`config.mk`:
```
export PLATFORM = sky130hd
export DESIGN_NAME = instr_align_buffer
export DESIGN_NICKNAME = d
export VERILOG_FILES = /design/src/rtl/instr_align_buffer.sv
export SDC_FILE = /design/constraint.sdc
export NUM_CORES = 2
export LEC_CHECK = 0
export ABC_AREA = 0
export BUFFER_PORTS_ARGS = -buffer_cell sky130_fd_sc_hd__buf_4
export CORE_MARGIN = 2
export CORE_UTILIZATION = 30
export DETAILED_ROUTE_END_ITERATION = 8
export PLACE_DENSITY = 0.49
export REMOVE_ABC_BUFFERS = 1
export SLEW_MARGIN = 20
export SYNTH_ARGS = -nofsm -noshare
export SYNTH_HDL_FRONTEND = slang
export SYNTH_SLANG_ARGS = --single-unit
```
`constraint.sdc`:
```
create_clock -name clk -period 32.2 [get_ports clk]
set_input_delay 3.22 -clock clk [delete_from_list [all_inputs] [get_ports clk]]
set_output_delay 3.22 -clock clk [all_outputs]
set_load 0.005 [all_outputs]
```
`src/rtl/instr_align_buffer.sv`:
```
// Halfword-granular instruction queue between fetch and decode.
// Presents a contiguous 4-halfword window at the oldest unconsumed halfword.
module instr_align_buffer #(
  parameter int unsigned           DEPTH_HW   = 16,
  parameter int unsigned           ADDR_WIDTH = 32,
  parameter logic [ADDR_WIDTH-1:0] RESET_PC   = '0
) (
  input  logic                         clk,
  input  logic                         rst_n,
  input  logic                         fetch_valid,
  output logic                         fetch_ready,
  input  logic [63:0]                  fetch_data,
  input  logic                         flush,
  input  logic [ADDR_WIDTH-1:0]        flush_pc,
  input  logic [2:0]                   decode_consume,
  output logic                         out_valid,
  output logic [63:0]                  out_instr,
  output logic [ADDR_WIDTH-1:0]        out_pc,
  output logic [$clog2(DEPTH_HW):0]    count
);

  localparam int unsigned PTR_W    = $clog2(DEPTH_HW);
  localparam int unsigned CNT_W    = PTR_W + 1;
  localparam logic [63:0] NOP_PAIR = 64'h00000013_00000013;

  logic [15:0]           mem_q [DEPTH_HW];
  logic [15:0]           mem_d [DEPTH_HW];
  logic [PTR_W-1:0]      rd_ptr_q, rd_ptr_d;
  logic [PTR_W-1:0]      wr_ptr_q, wr_ptr_d;
  logic [CNT_W-1:0]      cnt_q, cnt_d;
  logic [ADDR_WIDTH-1:0] out_pc_q, out_pc_d;
  logic [1:0]            skip_q, skip_d;

  logic                  accept;
  logic                  consume_ok;
  logic [2:0]            fill_hw;
  logic [2:0]            take_hw;

  // Space check uses the registered count only, so a consume never frees room early.
  assign fetch_ready = (cnt_q <= CNT_W'(DEPTH_HW - 4));
  assign out_valid   = (cnt_q >= CNT_W'(4));
  assign accept      = fetch_valid && fetch_ready && !flush;
  assign consume_ok  = out_valid && (decode_consume <= 3'd4);
  assign fill_hw     = 3'd4 - {1'b0, skip_q};
  assign take_hw     = consume_ok ? decode_consume : 3'd0;

  assign out_pc = out_pc_q;
  assign count  = cnt_q;

  // The first packet after a redirect drops its halfwords below the target.
  always_comb begin
    mem_d = mem_q;
    if (accept) begin
      for (int k = 0; k < 4; k++) begin
        if (k >= int'(skip_q)) begin
          mem_d[wr_ptr_q + PTR_W'(k) - PTR_W'(skip_q)] = fetch_data[16*k +: 16];
        end
      end
    end
  end

  always_comb begin
    rd_ptr_d = rd_ptr_q + PTR_W'(take_hw);
    wr_ptr_d = accept ? (wr_ptr_q + PTR_W'(fill_hw)) : wr_ptr_q;
    skip_d   = accept ? 2'd0 : skip_q;
    cnt_d    = cnt_q + (accept ? CNT_W'(fill_hw) : CNT_W'(0)) - CNT_W'(take_hw);
    out_pc_d = out_pc_q + ADDR_WIDTH'({take_hw, 1'b0});
    if (flush) begin
      rd_ptr_d = '0;
      wr_ptr_d = '0;
      cnt_d    = '0;
      out_pc_d = flush_pc;
      skip_d   = flush_pc[2:1];
    end
  end

  // Pointer arithmetic wraps naturally because the depth is a power of two.
  always_comb begin
    out_instr = NOP_PAIR;
    if (out_valid) begin
      for (int i = 0; i < 4; i++) begin
        out_instr[16*i +: 16] = mem_q[rd_ptr_q + PTR_W'(i)];
      end
    end
  end

  always_ff @(posedge clk or negedge rst_n) begin
    if (!rst_n) begin
      rd_ptr_q <= '0;
      wr_ptr_q <= '0;
      cnt_q    <= '0;
      out_pc_q <= RESET_PC;
      skip_q   <= '0;
    end else begin
      rd_ptr_q <= rd_ptr_d;
      wr_ptr_q <= wr_ptr_d;
      cnt_q    <= cnt_d;
      out_pc_q <= out_pc_d;
      skip_q   <= skip_d;
    end
  end

  always_ff @(posedge clk) begin
    mem_q <= mem_d;
  end

endmodule

```
==> metrics.yaml <==
cells_and_area:
  fillers: 9715
  multiInputGateArea_sq_um: 19500
  nNetsFinal: 2810
  fin_area_sq_um: 33800
  area_delta_synth_final_pct: 13.8
  seqCellArea_sq_um: 8870
  stdcell_count: 3987
  mostFrequentLayoutCell: "buf_4"
  final_util: 0.344
  drive_gt1_frac: 0.278
  layout_common_cells: "298 x buf_4, 288 x mux4_2, 257 x a32oi_1"
timing:
  max_freq_mhz: 124
  drv_slew: 0
  rsz0062_at_grt: "false"
  worstMarginPinSlew_ps: 1280
  fin_crit_ps: 8060
  relSlewSlack: 0.143
  fin_crit_sh: 0.250
  hold_violations: 0
  finalSetupViolCount: 0
  finalSetupTns_ps: 0
  skew_ps: 56.5
clock_tree:
  cts_made_buffers: 42
  cts-resized-gates: 0
  clock_latency_ps: 610
  root_buffer: "clkbuf_16"
  holdBufCountCts: 0
  htree_levels: 2
  tritoncts: "built"
  post-cts-setup-buffers: 0
  cts_buffer_depth: 3
  path_clk_slew_ps: 50
  cts.sinks: 303
setup_path:
  cp_max_fo: 48
  r2r-start: "wr_ptr_q[1]"
  cp-startpoint: "rd_ptr_q[1]"
  cp.arrival_ps: 4840
  reg2reg_to: "mem_q[140]"
  reg2reg_depth: 10
  reg2reg_setup_slack_ps: 26970
  required_ps: 28980
  end_kind: "output port"
  crit_path_end: "out_instr[24]"
  critPathLaunchType: "register"
  critical_path_class: "reg2out"
die:
  row_count: 115
  ios: 206
  core_sq_um: 98300
  dieArea_sq_um: 102000
  die_h_um: 319
  die_w_um: 319
  initial_core_util: 0.302
routing:
  vias: 30500
  routed_wirelength_mm: 160
  antenna_left: 0
  drt-vias-per-instance: 7.64
  wl_met1_mm: 56.9
  drc: 0
  drt_iter0_drc: 5790
  wl_per_cell_um: 40.1
  met3_length_mm: 24.6
  highest_layer: "met5"
  dr.pass1.iters: 7
  wl_met2_mm: 66.5
hold_path:
  min_path_cells: 1
  hp-class: "reg2reg"
power:
  power.internal_mw: 1.60
  p_leak_nw: 10.2
  swShare: 0.513
  p_seq_frac: 0.222
  clkPwrFrac: 0.144
  comb_power_share: 0.634
  p_per_area_nw_per_um2: 97.4
  p_total_mw: 3.29
  p_switching_mw: 1.69
  ir_worst_vdd_mv: 0.104
logic_synthesis:
  synth.yosys.seq_area_share: 0.298
  yosysWarnings: 0
  synthCells: 2743
  synth-edff-count: 256
  synth.area.top_cells: "edfxtp_1 26%, mux4_2 22%, a32oi_1 7.6%"
  post-synth-top-area-cell: "edfxtp_1"
  ys_ff_latch: 303
  syn_avg_cell_area_sq_um: 10.8
  synth_ff_type: "edfxtp_1"
  yosysTopAreaCellShare: 0.259
  async_flop_share: 0.155
  synth_area_sq_um: 29700
  synth.distinct_cells: 61
status:
  status: "finished, final reports clean"
placement:
  hpwl_mm: 93.0
  port-buffer-count: 205
  dpl_cell_area_sq_um: 32400
  placedCellCount: 3906
  gp_congestion: 0.927
grt:
  grt_use_total: 0.301
  grt_pass1_vias: 29300
  grt-ovfl-total: 0
  grt_pass1_wl_mm: 223
  grt_start_max_net_pins: 80
  antenna_found_initial: 7
run:
  maxCapViolations: 0
## worst max-delay path, stage by stage, from the launching register on
cell and delay, ps:
dfrtp_4 870, inv_1 250, ha_4 760, buf_4 640, buf_4 640, mux4_2 390
nor2b_1 150, a211oi_1 240, a211oi_1 90, buf_4 190
## sequential cells by signal, summed over array words and instances, names as in the netlist
register	cells
out_pc	32
count	5
mem_q	256
rd_ptr_q	4
skip_q	2
wr_ptr_q	4
## cell type report
cell class | count | share of cell area
multi-input cells | 1980 | 0.577
clock buffers | 59 | 0.0339
flip-flops and latches | 303 | 0.263
repair buffers | 304 | 0.0697
diodes | 2 | 0.000148
clock inverters | 17 | 0.00478
well taps | 1287 | 0.0477
inverters | 35 | 0.00389
## cells in the mapped netlist, types with 6 or more instances
library cell  instances
o21ai_1              82
a211oi_1             66
nand2b_1              6
buf_1                81
nand3_1              25
and3_1               11
o21ai_0              83
a21o_1               13
nor3_1              139
o31ai_1             254
a32oi_1             257
buf_2               102
inv_1                35
nand2_1              72
nor4_1                6
nor2b_1              40
and2_1               90
xor2_1               18
edfxtp_1            256
xnor2_1              24
a21oi_1              29
nor3b_1               6
o221ai_1             16
a221oi_1            240
a311oi_1             15
o31ai_2              16
fa_1                 10
buf_4                 9
mux2i_1              33
clkbuf_1            231
dfrtp_1              47
or2_2                 7
nor2_1               43
mux4_2              288
ha_1                 31
## metal layers
metal  vias to the layer above  global-route usage
met5                         -                   0
met4                        10               0.191
met3                       654               0.114
met2                      3058               0.432
met1                     15100               0.380
li1                      11600                   -
## worst min path at each step
stage | start | to | slack, ps
detailed placement | out_pc[0] | out_pc[0] | 510
global placement | out_pc[0] | out_pc[0] | 500
global route | out_pc[0] | out_pc[0] | 540
CTS | out_pc[0] | out_pc[0] | 520
finish | out_pc[0] | out_pc[0] | 520
floorplan | out_pc[0] | out_pc[0] | 510
## power by group through the flow
stage	combinational, mW	sequential [mW]	clock [mW]
after floorplan	1.20	0.713	0
after global placement	1.95	0.722	0
after detailed placement	1.99	0.728	0
after CTS	1.99	0.721	0.475
after global routing	2.13	0.737	0.488
final	2.09	0.729	0.473
## cells by family (layout without fill, tap and decap cells)
logic type      count (synthesis)  count (layout)  synth area share
compound gates               1084            1084             0.283
xor+xnor                       46              46            0.0153
fa+ha+maj                      41              41            0.0198
buf+inv                       460             415            0.0641
flops                         303             303             0.298
mux                           324             324             0.231
other cells                     0               2                 0
simple gates                  485             485            0.0886
## stage by stage
| stage | hold slack (ps) | worst slack, ps |
|---|---|---|
| detailed placement | 511 | 24760 |
| CTS | 524 | 24150 |
| floorplan | 505 | 15260 |
| finish | 519 | 24140 |
| global placement | 498 | 24900 |
| global route | 539 | 23880 |
Note: power is estimated with default switching activity, not from simulation.
